--- config.mk ---
export PLATFORM = sky130hd
export DESIGN_NAME = ft_recovery_agent
export DESIGN_NICKNAME = d
export VERILOG_FILES = /design/src/rtl/ft_recovery_agent.sv
export SDC_FILE = /design/constraint.sdc
export NUM_CORES = 1
export LEC_CHECK = 0
export ABC_AREA = 1
export CAP_MARGIN = 25
export CORE_ASPECT_RATIO = 0.5
export CORE_MARGIN = 2
export CORE_UTILIZATION = 42
export DETAILED_ROUTE_END_ITERATION = 8
export HOLD_SLACK_MARGIN = 0.15
export PLACE_DENSITY = 0.81
export SYNTH_ARGS = -nofsm -noshare
export SYNTH_HDL_FRONTEND = slang
export SYNTH_SLANG_ARGS = --single-unit
--- constraint.sdc ---
create_clock -name clk_i -period 1.8 [get_ports clk_i]
set_input_delay 0.54 -clock clk_i [delete_from_list [all_inputs] [get_ports clk_i]]
set_output_delay 0.54 -clock clk_i [all_outputs]
set_load 0.01 [all_outputs]
--- src/rtl/ft_recovery_agent.sv ---
// Core-side agent for the fault-tolerance halt/shift/reset/resume protocol.
// Optional replay completeness check is enabled with `define FT_REPLAY_CHECK_EN.
module ft_recovery_agent #(
    parameter int ADDR_WIDTH    = 5,
    parameter int DATA_WIDTH    = 32,
    parameter int DRAIN_TIMEOUT = 16,
    parameter int RESET_CYCLES  = 4
) (
    input  logic                  clk_i,
    input  logic                  rst_n,
    input  logic                  halt_i,
    input  logic                  shift_i,
    input  logic                  reset_i,
    input  logic                  resume_i,
    input  logic [ADDR_WIDTH-1:0] replay_addr_i,
    input  logic [DATA_WIDTH-1:0] replay_data_i,
    input  logic [DATA_WIDTH-1:0] spc_i,
    input  logic                  core_idle_i,
    output logic                  halted_o,
    output logic                  fetch_en_o,
    output logic                  core_reset_o,
    output logic                  rf_we_o,
    output logic [ADDR_WIDTH-1:0] rf_waddr_o,
    output logic [DATA_WIDTH-1:0] rf_wdata_o,
    output logic                  pc_set_o,
    output logic [DATA_WIDTH-1:0] pc_o,
    output logic                  drain_timeout_o,
    output logic                  replay_incomplete_o
);
    localparam int CNT_MAX = (DRAIN_TIMEOUT > RESET_CYCLES) ? DRAIN_TIMEOUT : RESET_CYCLES;
    localparam int CNT_W   = $clog2(CNT_MAX) + 1;
    localparam logic [CNT_W-1:0] DRAIN_LAST = CNT_W'(DRAIN_TIMEOUT - 1);
    localparam logic [CNT_W-1:0] RESET_LAST = CNT_W'(RESET_CYCLES - 1);

    typedef enum logic [2:0] {
        ST_IDLE,
        ST_DRAIN,
        ST_HALTED,
        ST_RESET,
        ST_RESTORE
    } state_e;

    state_e                state_q;
    logic [CNT_W-1:0]      cnt_q;
    logic                  halted_q;
    logic                  fetch_en_q;
    logic                  core_reset_q;
    logic                  rf_we_q;
    logic [ADDR_WIDTH-1:0] rf_waddr_q;
    logic [DATA_WIDTH-1:0] rf_wdata_q;
    logic                  pc_set_q;
    logic [DATA_WIDTH-1:0] pc_q;
    logic                  drain_to_q;
    logic                  drain_done;

    assign drain_done = (state_q == ST_DRAIN) && (core_idle_i || (cnt_q == DRAIN_LAST));

    always_ff @(posedge clk_i or negedge rst_n) begin
        if (!rst_n) begin
            state_q      <= ST_IDLE;
            cnt_q        <= '0;
            halted_q     <= 1'b0;
            fetch_en_q   <= 1'b1;
            core_reset_q <= 1'b0;
            rf_we_q      <= 1'b0;
            rf_waddr_q   <= '0;
            rf_wdata_q   <= '0;
            pc_set_q     <= 1'b0;
            pc_q         <= '0;
            drain_to_q   <= 1'b0;
        end else begin
            rf_we_q  <= 1'b0;
            pc_set_q <= 1'b0;
            case (state_q)
                ST_IDLE: begin
                    if (halt_i) begin
                        state_q    <= ST_DRAIN;
                        fetch_en_q <= 1'b0;
                        cnt_q      <= '0;
                    end
                end
                ST_DRAIN: begin
                    if (drain_done) begin
                        state_q  <= ST_HALTED;
                        halted_q <= 1'b1;
                        if (!core_idle_i) drain_to_q <= 1'b1;
                    end else begin
                        cnt_q <= cnt_q + 1'b1;
                    end
                end
                // One event per cycle: reset beats shift beats resume; losers are dropped.
                ST_HALTED: begin
                    if (reset_i) begin
                        state_q      <= ST_RESET;
                        core_reset_q <= 1'b1;
                        cnt_q        <= '0;
                    end else if (shift_i) begin
                        rf_we_q    <= (replay_addr_i != '0);
                        rf_waddr_q <= replay_addr_i;
                        rf_wdata_q <= replay_data_i;
                    end else if (resume_i) begin
                        state_q  <= ST_RESTORE;
                        pc_set_q <= 1'b1;
                        pc_q     <= spc_i;
                    end
                end
                ST_RESET: begin
                    if (cnt_q == RESET_LAST) begin
                        state_q      <= ST_HALTED;
                        core_reset_q <= 1'b0;
                    end else begin
                        cnt_q <= cnt_q + 1'b1;
                    end
                end
                ST_RESTORE: begin
                    state_q    <= ST_IDLE;
                    fetch_en_q <= 1'b1;
                    halted_q   <= 1'b0;
                end
                default: state_q <= ST_IDLE;
            endcase
        end
    end

`ifdef FT_REPLAY_CHECK_EN
    localparam int NREGS = 1 << ADDR_WIDTH;

    logic [NREGS-1:0] wmap_q;
    logic             incomplete_q;
    logic             shift_take;
    logic             resume_take;

    assign shift_take  = (state_q == ST_HALTED) && !reset_i && shift_i;
    assign resume_take = (state_q == ST_HALTED) && !reset_i && !shift_i && resume_i;

    // Map is only cleared on a fresh halt, so a core reset mid-replay keeps progress.
    always_ff @(posedge clk_i or negedge rst_n) begin
        if (!rst_n) begin
            wmap_q       <= '0;
            incomplete_q <= 1'b0;
        end else if (drain_done) begin
            wmap_q       <= '0;
            incomplete_q <= 1'b0;
        end else if (shift_take) begin
            wmap_q[replay_addr_i] <= 1'b1;
        end else if (resume_take) begin
            incomplete_q <= ~&wmap_q[NREGS-1:1];
        end
    end

    assign replay_incomplete_o = incomplete_q;
`else
    assign replay_incomplete_o = 1'b0;
`endif

    assign halted_o        = halted_q;
    assign fetch_en_o      = fetch_en_q;
    assign core_reset_o    = core_reset_q;
    assign rf_we_o         = rf_we_q;
    assign rf_waddr_o      = rf_waddr_q;
    assign rf_wdata_o      = rf_wdata_q;
    assign pc_set_o        = pc_set_q;
    assign pc_o            = pc_q;
    assign drain_timeout_o = drain_to_q;
endmodule

[Word level (Yosys, flattened, before mapping)]
Index checks and enable logic that the tools add are counted.
Storage, ports and cells
  register bits after elaboration: 83
  bits of input ports: 76
  output and inout port bits: 76
  word-level logic and storage cells: 71
Operators by class
  add/sub/neg operators: 1
  eq/ne operators: 14
  mux-type cells: 26
  bitwise operators: 3
  reductions and logical operators: 16
Operators by type and width (count)
  $mux W5: 4
  $pmux W5 S4: 1
  $mux W3: 6
  $ne A2 B2 Y1 const B: 6
  $pmux W3 S4: 1
  $mux W1: 11
  $reduce_and A5 Y1: 2
  $reduce_and A3 Y1: 3
  $eq A3 B2 Y1 const B: 2
  $ne A3 B3 Y1 const B: 2
  $pmux W1 S2: 3
  $reduce_bool A2 Y1: 3
  $add A5 B1 Y5 const B: 1
  $eq A5 B2 Y1 const B: 1
  $eq A5 B4 Y1 const B: 1
  $reduce_bool A5 Y1: 1
  $reduce_and A2 Y1: 2
  $reduce_and A4 Y1: 1
  $reduce_bool A4 Y1: 1
  $eq A3 B1 Y1 const B: 1
  $eq A3 B3 Y1 const B: 1
  $logic_not A3 Y1: 1
  $not A1 Y1: 3
  $logic_and A1 B1 Y1: 1
  $logic_or A1 B1 Y1: 1

[Longest topological paths before layout]
  depth in word-level cells: 5
  gate-level depth with buffers: 11
  mapped depth without buffers: 11

[Least setup slack after synthesis]
Ideal clock, no wire load.
  path kind: register -> register
  start: register cnt_q[0]
  end: register cnt_q[0]
  setup time: 121 ps
  data arrival time: 1381 ps
  data required time: 1679 ps
  path slack: 297 ps
  cell stages (with the launch flop): 11
  path buffers: 0
  clock period less this slack: 1503 ps
  cell sequence: dfrtp_1 -> ha_1 -> nand2_1 -> nor2_1 -> ha_1 -> inv_1 -> nand2_1 -> nand3_1 -> nand2_1 -> o21bai_1 -> nand2_1
Between the ends
  cells in the longest elaborated chain, start to end: 5
  elaborated cells between the ends (all ways): 11
  classes of those cells: add/sub: 1; eq/ne: 4; mux: 3; reduce/logical: 3
RTL lines
  start, declared: line 44  | logic [CNT_W-1:0] cnt_q;
  start signal, assigned: line 88  | cnt_q <= cnt_q + 1'b1;
  start signal, assigned: line 112  | cnt_q <= cnt_q + 1'b1;
  parallel branches: the longest is 5 deep, another holds $add A5 B1 Y5
Parallel ways; which one is timed is not known. The select of a mux whose other input is x is not followed.
A chain may end at the register's enable or synchronous reset.

[Worst setup path in the final report]
  start: register rf_wdata_q[22], in the netlist rf_wdata_o[22]
  end: output port rf_wdata_o[22]
RTL lines
  start, declared: line 50  | logic [DATA_WIDTH-1:0] rf_wdata_q;
  start signal, assigned: line 100  | rf_wdata_q <= replay_data_i;
  end, declared: line 24  | output logic [DATA_WIDTH-1:0] rf_wdata_o,
No word-level cell between the ends.

==> results.sh <==
export IMPL_fmax_mhz=562.8
export IMPL_hold_viol=0
export IMPL_syn2layout_area_growth_pct=61.28
export IMPL_syn_area_per_cell_um2=8.572
export IMPL_yosysWarnings=0
export IMPL_die_area_mm2=0.009011
export IMPL_synthCells=403
export IMPL_dr_pass1_iters=5
export IMPL_utilization_pct=69.64
export IMPL_crit_path_end_kind="output port"
export IMPL_drc=0
export IMPL_synth_fp_nets=481
export IMPL_final_cell_mix="nand2_1, clkdlybuf4s50_1, dfrtp_1"
export IMPL_cts_buffer_depth=2
export IMPL_path_buf_inv=1
export IMPL_clk_latency_ns=0.33
export IMPL_die_height_um=68.13
export IMPL_required_ns=1.26
export IMPL_synth_edf_count=0
export IMPL_num_io_pins=152
export IMPL_swShare_pct=34.24
export IMPL_grt_first_pass_wirelength_um=14910
export IMPL_skew_ns=0.004565
export IMPL_fin_ws_ns=0.02311
export IMPL_grt_usage_pct=21.32
export IMPL_cts_tree="yes"
export IMPL_p_int_mw=5.617
export IMPL_maxCapViolations=0
export IMPL_ir_worst_vdd_mv=0.6536
export IMPL_p_comb_share_pct=41.1
export IMPL_dp_cells=663
export IMPL_htreeDepth=3
export IMPL_final_common_cell="nand2_1"
export IMPL_pwr_share_clk_pct=21.3
export IMPL_yosys_cell_types_count=22
export IMPL_clock_sinks=83
export IMPL_final_area_mm2=0.005572
export IMPL_post_dp_cell_area_mm2=0.005157
export IMPL_dp_hpwl_um=6758
export IMPL_crit_chain="clkdlybuf4s50_1"
export IMPL_min_period_ns=1.777
export IMPL_async_flop_share_pct=100.0
export IMPL_yosys_register_bits=83
export IMPL_die_x_um=132.3
export IMPL_p_sw_mw=2.925
export IMPL_clk_pin_slew_ns=0.06
export IMPL_finalSetupViolations=0
export IMPL_fin_setup_tns_ns=0
export IMPL_crit_path_top_delay_cell="clkdlybuf4s50_1"
export IMPL_antenna_cells=0
export IMPL_num_rows=23
export IMPL_seqPwrFrac_pct=37.7
export IMPL_start_util_pct=43.18
export IMPL_crit_path_max_fanout=2
export IMPL_grt_ovfl_total=0
export IMPL_drt_iter0_drc=248
export IMPL_place_congestion=0.8292
export IMPL_hold_class="reg2reg"
export IMPL_grt_max_degree=59
export IMPL_fin_cells=680
export IMPL_antenna_found_initial=0
export IMPL_synth_ff_type="dfrtp_1"
export IMPL_nets=641
export IMPL_vias_per_cell=4.662
export IMPL_dpl_worst_slack_ns=-0.08148
export IMPL_timing_final_crit_share_pct=98.72
export IMPL_crit_type="reg2out"
export IMPL_synth_area_mm2=0.003455
export IMPL_num_vias=3170
export IMPL_start_kind="flip-flop"
export IMPL_seqCellArea_mm2=0.002078
export IMPL_fillers=639
export IMPL_status="finished clean"
export IMPL_design_core_area_mm2=0.008000
export IMPL_p_per_area_mw_per_mm2=1533
export IMPL_p_leak_nw=3.343
export IMPL_slowest_delay_ns=0.55
export IMPL_worstPathArrival_ns=1.24
export IMPL_layout_drive_gt1_share_pct=7.570
export IMPL_cts_root_buffer="clkbuf_16"
export IMPL_yosysSeqAreaShare_pct=60.16
export IMPL_final_max_slew_viol_count=0
export IMPL_io_buffers=150
export IMPL_postCtsSetupBuffers=0
export IMPL_rsz0062_at_grt="no"
export IMPL_ant_nets=0
export IMPL_multiInputGateArea_mm2=0.001186
export IMPL_grt_pass1_vias=3075
export IMPL_wl_um=9558
export IMPL_numCtsBuffers=9
export IMPL_crit_family="buffers and inverters"
export IMPL_wl_per_cell_um=14.06
[power by group through the flow]
stage / registers (mW) / logic, mW / clock network, mW
3_5_place_dp: 3.23 / 3.73 / 0
6_report: 3.22 / 3.51 / 1.82
3_3_place_gp: 3.23 / 3.61 / 0
2_1_floorplan: 3.59 / 1.12 / 0
5_1_grt: 3.32 / 3.84 / 1.93
4_1_cts: 3.23 / 3.66 / 1.85
[sequential cells by signal (all words and copies together) (netlist names), 3 cells and up]
name        flops
pc_o           32
rf_wdata_o     32
cnt_q           5
rf_waddr_o      5
state_q         3
[per-layer routing]
layer,vias up,part of all wire [%],global-route usage (%)
met2,78,52,38.80
met1,1499,41,24.63
met4,0,2.6,8.871
met3,25,4.1,5.926
li1,1568,-,-
met5,-,0,0
[stage by stage]
stage               hold WS [ns]  total power [mW]
floorplan                 0.2444             4.707
global placement          0.3993             6.840
detailed placement        0.4036             6.963
CTS                       0.4730             8.744
global route              0.4948             9.087
finish                    0.4668             8.542
[logic make-up after synthesis]
family / after synthesis / synth area share (%)
simple gates: 264 / 30.97
flops: 83 / 60.16
buf+inv: 41 / 5.795
compound gates: 12 / 2.245
fa+ha+maj: 2 / 0.7243
other cells: 1 / 0.1086
[what timing repair did]
item / in CTS / in global routing
hold buffers: 1 / 0
hold endpoints to repair: 12 / 0
gates resized for setup: 12 / 49
setup endpoints to repair: 12 / 51
[area by class of cell]
type | instances | share of cell area (%)
Clock buffer | 9 | 4.042
Clock inverter | 7 | 1.235
Inverter | 23 | 1.684
Multi-Input combinational cell | 279 | 21.29
Sequential cell | 83 | 37.30
Tap cell | 112 | 2.515
Timing Repair Buffer | 167 | 31.93
[Yosys cell counts, drive strengths merged, types with 2 or more instances]
cell / n / area share (%)
nand2: 196 / 21
dfrtp: 82 / 59
nand3: 48 / 7.3
inv: 22 / 2.5
nor2: 19 / 2.1
buf: 14 / 2.6
o21bai: 6 / 1.3
clkbuf: 4 / 0.43
o21ai: 4 / 0.58
a31oi: 2 / 0.36
ha: 2 / 0.72
[worst paths after layout]
kind	from	end	slack, ns	cells after the start
worst min-delay path	rf_wdata_o[13]	rf_wdata_o[13]	0.47	2
min in group asynchronous	rst_n	pc_o[29]	0.59	2
worst min register to register	rf_wdata_o[13]	rf_wdata_o[13]	0.47	2
worst max register to register	cnt_q[0]	cnt_q[1]	0.15	10
worst max-delay path	rf_wdata_o[22]	rf_wdata_o[22]	0.02	1
max in group asynchronous	rst_n	fetch_en_o	0.61	3
Power figures use the tool's default switching activity.
